--- src/rtl/branch_predictor.sv ---
// Dynamic branch predictor: direct-mapped BTB with 2-bit saturating counters,
// same-cycle next-PC prediction for IF and misprediction detection for EX.
module branch_predictor #(
  parameter int unsigned ENTRIES = 8,
  parameter int unsigned IDX_W   = 3,
  parameter int unsigned STAT_W  = 16
) (
  input  logic              clk,
  input  logic              rst,
  input  logic              halt,
  input  logic [31:0]       pc_if,
  output logic              pred_taken,
  output logic [31:0]       pred_pc,
  input  logic              ex_valid,
  input  logic [31:0]       pc_ex,
  input  logic              actual_taken,
  input  logic [31:0]       actual_target,
  input  logic [31:0]       ex_pred_pc,
  output logic              flush,
  output logic [31:0]       redirect_pc,
  output logic [STAT_W-1:0] branch_cnt,
  output logic [STAT_W-1:0] miss_cnt
);

  localparam int unsigned TAG_W = 32 - IDX_W;

  logic [ENTRIES-1:0] valid_q;
  logic [TAG_W-1:0]   tag_q    [ENTRIES];
  logic [31:0]        target_q [ENTRIES];
  logic [1:0]         ctr_q    [ENTRIES];

  logic [IDX_W-1:0] idx_if;
  logic [IDX_W-1:0] idx_ex;
  logic             hit_if;
  logic             hit_ex;
  logic [31:0]      actual_next;
  logic             upd;

  assign idx_if = pc_if[IDX_W-1:0];
  assign idx_ex = pc_ex[IDX_W-1:0];
  assign upd    = ex_valid & ~halt;

  // IF-stage lookup; reads the registered table, so a same-cycle write is not seen
  always_comb begin
    hit_if     = valid_q[idx_if] && (tag_q[idx_if] == pc_if[31:IDX_W]);
    pred_taken = hit_if & ctr_q[idx_if][1];
    pred_pc    = pred_taken ? target_q[idx_if] : pc_if + 32'd1;
  end

  // EX-stage resolution: one compare covers wrong direction and wrong target
  always_comb begin
    hit_ex      = valid_q[idx_ex] && (tag_q[idx_ex] == pc_ex[31:IDX_W]);
    actual_next = actual_taken ? actual_target : pc_ex + 32'd1;
    redirect_pc = actual_next;
    flush       = upd & (actual_next != ex_pred_pc);
  end

  // Table training on resolved control transfers
  always_ff @(posedge clk or posedge rst) begin
    if (rst) begin
      valid_q <= '0;
      for (int i = 0; i < int'(ENTRIES); i++) begin
        tag_q[i]    <= '0;
        target_q[i] <= '0;
        ctr_q[i]    <= 2'b00;
      end
    end else if (upd) begin
      if (hit_ex) begin
        if (actual_taken) begin
          if (ctr_q[idx_ex] != 2'b11) ctr_q[idx_ex] <= ctr_q[idx_ex] + 2'd1;
          target_q[idx_ex] <= actual_target;
        end else if (ctr_q[idx_ex] != 2'b00) begin
          ctr_q[idx_ex] <= ctr_q[idx_ex] - 2'd1;
        end
      end else if (actual_taken) begin
        // Taken miss replaces whatever occupies the slot
        valid_q[idx_ex]  <= 1'b1;
        tag_q[idx_ex]    <= pc_ex[31:IDX_W];
        target_q[idx_ex] <= actual_target;
        ctr_q[idx_ex]    <= 2'b10;
      end
    end
  end

  // Saturating statistics counters
  always_ff @(posedge clk or posedge rst) begin
    if (rst) begin
      branch_cnt <= '0;
      miss_cnt   <= '0;
    end else if (upd) begin
      if (branch_cnt != '1) branch_cnt <= branch_cnt + STAT_W'(1);
      if (flush && (miss_cnt != '1)) miss_cnt <= miss_cnt + STAT_W'(1);
    end
  end

endmodule

--- config.mk ---
export PLATFORM = sky130hd
export DESIGN_NAME = branch_predictor
export DESIGN_NICKNAME = d
export VERILOG_FILES = /design/src/rtl/branch_predictor.sv
export SDC_FILE = /design/constraint.sdc
export NUM_CORES = 1
export LEC_CHECK = 0
export ABC_AREA = 0
export BUFFER_PORTS_ARGS = -buffer_cell sky130_fd_sc_hd__buf_4
export CORE_ASPECT_RATIO = 1.5
export CORE_MARGIN = 5
export CORE_UTILIZATION = 61
export CTS_BUF_LIST = sky130_fd_sc_hd__clkbuf_8
export DETAILED_ROUTE_END_ITERATION = 12
export PLACE_DENSITY = 0.92
export RECOVER_POWER = 100
export SYNTH_ARGS = -nofsm -noshare
export SYNTH_HDL_FRONTEND = slang
export SYNTH_SLANG_ARGS = --single-unit
--- constraint.sdc ---
create_clock -name clk -period 38.3 [get_ports clk]
set_input_delay 1.915 -clock clk [delete_from_list [all_inputs] [get_ports clk]]
set_output_delay 1.915 -clock clk [all_outputs]
set_load 0.02 [all_outputs]
==> flow_metrics.tcl, run 1 <==
set metrics [dict create \
    outcome "finished, violations left" \
    violations "capacitance limit, slew limit" \
    cp_max_fo 126 \
    cts_tree "yes" \
    core_area_sq_um 49420 \
    whs_ps 504.3 \
    drt_iter0_drc 2810 \
    synth_compound_area_share_pct 5.376 \
    ant_nets 0 \
    fp.dieH_um 283.2 \
    vdd_drop_max_mv 0.02968 \
    via_per_inst 7.126 \
    row_count 100 \
    maxSlewHeadroom_pct -538.4 \
    critPathCaptureType "asynchronous set/reset pin" \
    routed_wl_um 98860 \
    synth_area_leaders "dfrtp_1 (45%), mux2_2 (16%), mux4_2 (10%)" \
    antenna_found_initial 10 \
    tightest_slew_ps 9576 \
    grt_setup_unrepaired "no" \
    drc 0 \
    cts_hold_buf 0 \
    report.final.hold_viol_count 0 \
    vias 23230 \
    cp.arrival_ps 14340 \
    drive_gt1_share_pct 32.86 \
    post_cts_resize_count 0 \
    p_leak_nw 14.63 \
    crit_chain "clkbuf_4, clkinvlp_2, clkbuf_1, clkbuf_1, clkbuf_1" \
    avgRoutedWirePerCell_um 30.33 \
    grt-ovfl-total 0 \
    power_switching_share_pct 30.32 \
    final_cell_mix "dfrtp_1 (544), mux2_2 (405), buf_4 (154), mux4_2 (140), mux2_1 (121)" \
    p_int_w 0.001155 \
    finClkSkew_ps 25.72 \
    post_dp_cell_area_sq_um 32320 \
    synthAdderAreaFrac_pct 0.2474 \
    cp-startpoint "rst" \
    finalInstanceArea_sq_um 33620 \
    nFillCells 3289 \
    htree_num_levels 3 \
    layout_commonest_cell "dfrtp_1" \
    die_w_um 192.1 \
    period_share_pct 38.42 \
    firstDrtPassIters 6 \
    cp_common_cell "clkbuf_1" \
    setup_viol 0 \
    max-cap-violations 24 \
    timing.fmax_mhz 67.97 \
    cellPowerDensity_nw_per_um2 49.33 \
    slowest_stage "clkbuf_1" \
    p_clk_share_pct 31.4 \
    grt_max_degree 184 \
    cts_sinks 544 \
    critPathKind "input port to asynchronous set/reset pin" \
    io_buffer_count 230 \
    ys_seq_area_share_pct 44.86 \
    cts_setup_buffers 0 \
    synth.distinct_cells 77 \
    setup_tns_ps 0 \
    grt_util_all_layers_pct 36.01 \
    grt_pass1_wl_um 149200 \
    combPwrFrac_pct 22.0 \
    place_hpwl_um 66660 \
    synth_nets 2524 \
    hold_path_startpoint "target_q[25]" \
    synth_edf_count 0 \
    post-route-min-period_ps 14710 \
    synth_seq_cells 544 \
    cts-root-buf "clkbuf_8" \
    clock_latency_ps 670 \
    max_stage_delay_ps 3450 \
    synth.area.mux_share_pct 33.31 \
    synth_top_family_by_area "multiplexers" \
    critPathTopFamily "buffers and inverters" \
    dieArea_sq_um 54400 \
    yosysTopAreaCellShare_pct 44.86 \
    hold_path_class "flop to flop" \
    yosys.area_share.simple_pct 7.628 \
    drv_slew 1226 \
    numCtsBuffers 80 \
    switching_power_w 0.0005028 \
    crit_buf_inv 5 \
    seqPwrFrac_pct 46.5 \
    initial_core_util_pct 61.40 \
    crit_path_start_kind "input port" \
    clock_path_buffers 3 \
    grt_pass1_vias 24610 \
    avgSynthCellArea_sq_um 12.72 \
    nets 2665 \
    worstPathRequired_ps 37930 \
    worstReg2RegStart "tag_q[139]" \
    synth_area_leader_cell "dfrtp_1" \
    synth_cells 2385 \
    synth.yosys.warnings 0 \
    synth_async_sr_flop_share_pct 100.0 \
    ios 231 \
    synth_area_sq_um 30350 \
    synth_xor_area_share_pct 5.133 \
    clk_pin_slew_worst_paths_ps 60 \
    area_growth_syn_to_layout_pct 10.78 \
    dominantRegCellSynth "dfrtp_1" \
    gp_congestion 1.028 \
]
==> through the flow <==
step	utilization [%]	setup WS, ps	total power [W]	std cells
2_1_floorplan	-	21180	0.001005	2385
3_3_place_gp	65.40	30090	0.001104	3107
3_5_place_dp	65.40	30020	0.001137	3107
4_1_cts	68.97	30020	0.001656	3250
5_1_grt	68.02	20790	0.001714	3259
6_report	68.02	23590	0.001658	3259
==> final timing paths <==
check	depth (start not counted)	to	slack (ps)
worst max-delay path	5	target_q[78]	23590
worst min-delay path	1	target_q[25]	500
worst max register to register	11	tag_q[74]	31580
worst min register to register	1	target_q[25]	500
max in group clk	13	pred_pc[3]	24520
min in group asynchronous	2	branch_cnt[5]	2950
==> cell type report <==
type,count,area (sq um),area share (%)
diodes,9,22.52,0.06699
multi-input cells,1606,15690,46.67
clock inverters,43,387.9,1.154
well taps,663,829.5,2.468
clock buffers,100,1376,4.094
repair buffers,267,1595,4.745
inverters,27,102.6,0.3052
flip-flops and latches,544,13610,40.49
==> power by group through the flow <==
stage	combinational [W]	clock, W	sequential (W)
floorplan	0.000256	0	0.000748
global placement	0.000345	0	0.000758
detailed placement	0.000364	0	0.000773
CTS	0.000367	0.000524	0.000765
global route	0.000388	0.000548	0.000778
finish	0.000365	0.000521	0.000771
==> synthesized netlist by cell type, types with 12 or more instances <==
master and count:
a21oi_1 38, mux2_2 421, xnor2_1 109, nor2_1 79, clkbuf_1 118, inv_1 23, mux2i_1 103, a22oi_1 16
buf_2 42, o21ai_0 49, mux4_2 140, nand2_1 72, nand3_1 52, a221o_1 14, dfrtp_1 544, buf_4 24
nor3_1 27, a221oi_1 15, a31oi_1 12, nor2b_1 13, xor2_1 61, nand2b_1 20, mux2_1 105, nor4_1 25
nand4_1 46, buf_1 21, and3_1 29
==> per-layer routing <==
layer	track usage, %	up-vias	wire (um)	part of all wire [%]
met2	56.56	1793	46830	47
met4	29.27	2	9318	9.4
li1	-	9216	-	-
met3	9.126	575	10200	10
met5	0	-	20	0.020
met1	41.37	11640	32480	33
==> state kept, by name, indices dropped and copies added, names as in the netlist <==
signal,flops
tag_q,232
miss_cnt,16
target_q,256
branch_cnt,16
valid_q,8
ctr_q,16
==> cell families after synthesis <==
logic type	after synthesis
xor gates and xnor gates	173
buffers and inverters	235
AOI/OAI and AO/OA	231
and+or+nand+nor	427
adders and majority gates	6
DFF	544
muxes	769
Note: power is estimated with default switching activity, not from simulation.
==> run 2: changes to the inputs <==
--- a/config.mk
+++ b/config.mk
@@ -9,10 +9,10 @@
 export BUFFER_PORTS_ARGS = -buffer_cell sky130_fd_sc_hd__buf_4
 export CORE_ASPECT_RATIO = 1.5
 export CORE_MARGIN = 5
-export CORE_UTILIZATION = 61
+export CORE_UTILIZATION = 57
 export CTS_BUF_LIST = sky130_fd_sc_hd__clkbuf_8
 export DETAILED_ROUTE_END_ITERATION = 12
-export PLACE_DENSITY = 0.92
+export PLACE_DENSITY = 0.9
 export RECOVER_POWER = 100
 export SYNTH_ARGS = -nofsm -noshare
 export SYNTH_HDL_FRONTEND = slang
==> constraint.sdc (replaced) <==
create_clock -name clk -period 12.6 [get_ports clk]
set_input_delay 0.63 -clock clk [delete_from_list [all_inputs] [get_ports clk]]
set_output_delay 0.63 -clock clk [all_outputs]
set_load 0.02 [all_outputs]
==> flow_metrics.tcl, run 2 (same netlist as run 1, synthesis figures left out) <==
set metrics [dict create \
    cp_max_fo 59 \
    layout_commonest_cell "dfrtp_1" \
    cellPowerDensity_nw_per_um2 149.0 \
    clk_pin_slew_worst_paths_ps 60 \
    grt_setup_unrepaired "no" \
    cp.arrival_ps 9730 \
    die_w_um 198.4 \
    worstReg2RegStart "tag_q[68]" \
    setup_tns_ps 0 \
    largest-register "target_q" \
    maxSlewHeadroom_pct -199.4 \
    drt_iter0_drc 2775 \
    final_cell_mix "dfrtp_1 (544), mux2_2 (402), buf_4 (153), mux4_2 (140), mux2_1 (124)" \
    routed_wl_um 98530 \
    outcome "finished, violations left" \
    crit_chain "clkbuf_1, clkbuf_1, nand2_1, nor3_1, clkbuf_1, nor2b_1, clkbuf_1, mux2_2" \
    crit_path_start_kind "input port" \
    max-cap-violations 20 \
    post_cts_resize_count 0 \
    initial_core_util_pct 57.57 \
    clock_path_buffers 3 \
    nFillCells 3752 \
    cts_hold_buf 0 \
    ant_nets 0 \
    top_regs "target_q x256, tag_q x232" \
    cp-startpoint "actual_taken" \
    core_area_sq_um 52710 \
    r2r_end "tag_q[148]" \
    nets 2662 \
    gp_congestion 1.081 \
    period_share_pct 73.02 \
    grt_pass1_vias 24340 \
    avgRoutedWirePerCell_um 30.14 \
    power_switching_share_pct 30.30 \
    ios 231 \
    vdd_drop_max_mv 0.08179 \
    cts_tree "yes" \
    post-route-min-period_ps 9200 \
    cts_sinks 544 \
    drc 0 \
    grt_max_degree 193 \
    path_depth 8 \
    largest_reg_flops 256 \
    cts_setup_buffers 0 \
    cts-root-buf "clkbuf_8" \
    hold_path_class "input port to flop" \
    critPathCapture "tag_q[131]" \
    firstDrtPassIters 6 \
    vias 23220 \
    p_int_w 0.003490 \
    slowest_stage "clkbuf_1" \
    violations "capacitance limit, slew limit" \
    drive_gt1_share_pct 32.62 \
    whs_ps 282.9 \
    area_growth_syn_to_layout_pct 10.77 \
    seqPwrFrac_pct 46.8 \
    io_buffer_count 230 \
    r2r_cells 10 \
    critPathCaptureType "flop" \
    grt_pass1_wl_um 148400 \
    reg2reg_slack_ps 6470 \
    max_stage_delay_ps 2100 \
    antenna_found_initial 3 \
    place_hpwl_um 66010 \
    combPwrFrac_pct 22.2 \
    dieArea_sq_um 58050 \
    crit_buf_inv 4 \
    setup_viol 0 \
    p_clk_share_pct 31.0 \
    timing.fmax_mhz 108.7 \
    drv_slew 696 \
    via_per_inst 7.102 \
    tightest_slew_ps 4490 \
    grt-ovfl-total 0 \
    cp_common_cell "clkbuf_1" \
    grt_util_all_layers_pct 33.41 \
    fp.dieH_um 292.6 \
    p_leak_nw 14.62 \
    htree_num_levels 3 \
    finClkSkew_ps 32.35 \
    worstPathRequired_ps 13130 \
    critPathKind "input port to flop" \
    switching_power_w 0.001518 \
    numCtsBuffers 79 \
    report.final.hold_viol_count 0 \
    critPathTopFamily "buffers and inverters" \
    row_count 103 \
    clock_latency_ps 670 \
]
[run 2: metrics by stage]
stage          setup slack [ps]  total power, W  instance area (sq um)  utilization [%]  cells
6_report                   3400        0.005008                  33620            63.78   3269
5_1_grt                    3068        0.005176                  33610            63.77   3268
4_1_cts                    6410        0.005003                  34080            64.66   3265
3_5_place_dp               6389        0.003460                  32340            61.35   3123
3_3_place_gp               6498        0.003366                  32340            61.35   3123
2_1_floorplan              4570        0.003055                  30350                -   2385
[run 2: layout make-up]
cell class              count  area, sq um  share of cell area (%)
diodes                      3        7.507                 0.02233
clock buffers             108         1486                   4.422
clock inverters            34        259.0                  0.7705
inverters                  27        102.6                  0.3052
multi-input cells        1606        15670                   46.62
flip-flops and latches    544        13610                   40.50
well taps                 682        853.3                   2.538
repair buffers            265         1622                   4.824
[run 2: layer usage]
metal  GRT usage [%]  wire (um)  up-vias
met5               0          0        -
met3           8.307      10090      587
met1           38.36      32300    11710
met2           54.21      47460     1741
met4           24.18       8684        0
li1                -          -     9180
[run 2: worst min path at each step]
stage               slack, ps  depth (start not counted)             start             to
CTS                       260                          2  actual_target[0]   target_q[96]
finish                    280                          2  actual_target[0]   target_q[96]
detailed placement        490                          1        valid_q[6]     valid_q[6]
floorplan                 450                          2     target_q[210]  target_q[210]
global route              270                          2  actual_target[1]   target_q[33]
global placement          460                          2     target_q[210]  target_q[210]
[run 2: power groups by stage]
stage | logic [W] | clock network, W | registers (W)
6_report | 0.00111 | 0.00155 | 0.00235
5_1_grt | 0.00117 | 0.00163 | 0.00237
2_1_floorplan | 0.000779 | 0 | 0.00228
3_3_place_gp | 0.00106 | 0 | 0.00231
3_5_place_dp | 0.00111 | 0 | 0.00235
4_1_cts | 0.00112 | 0.00156 | 0.00233
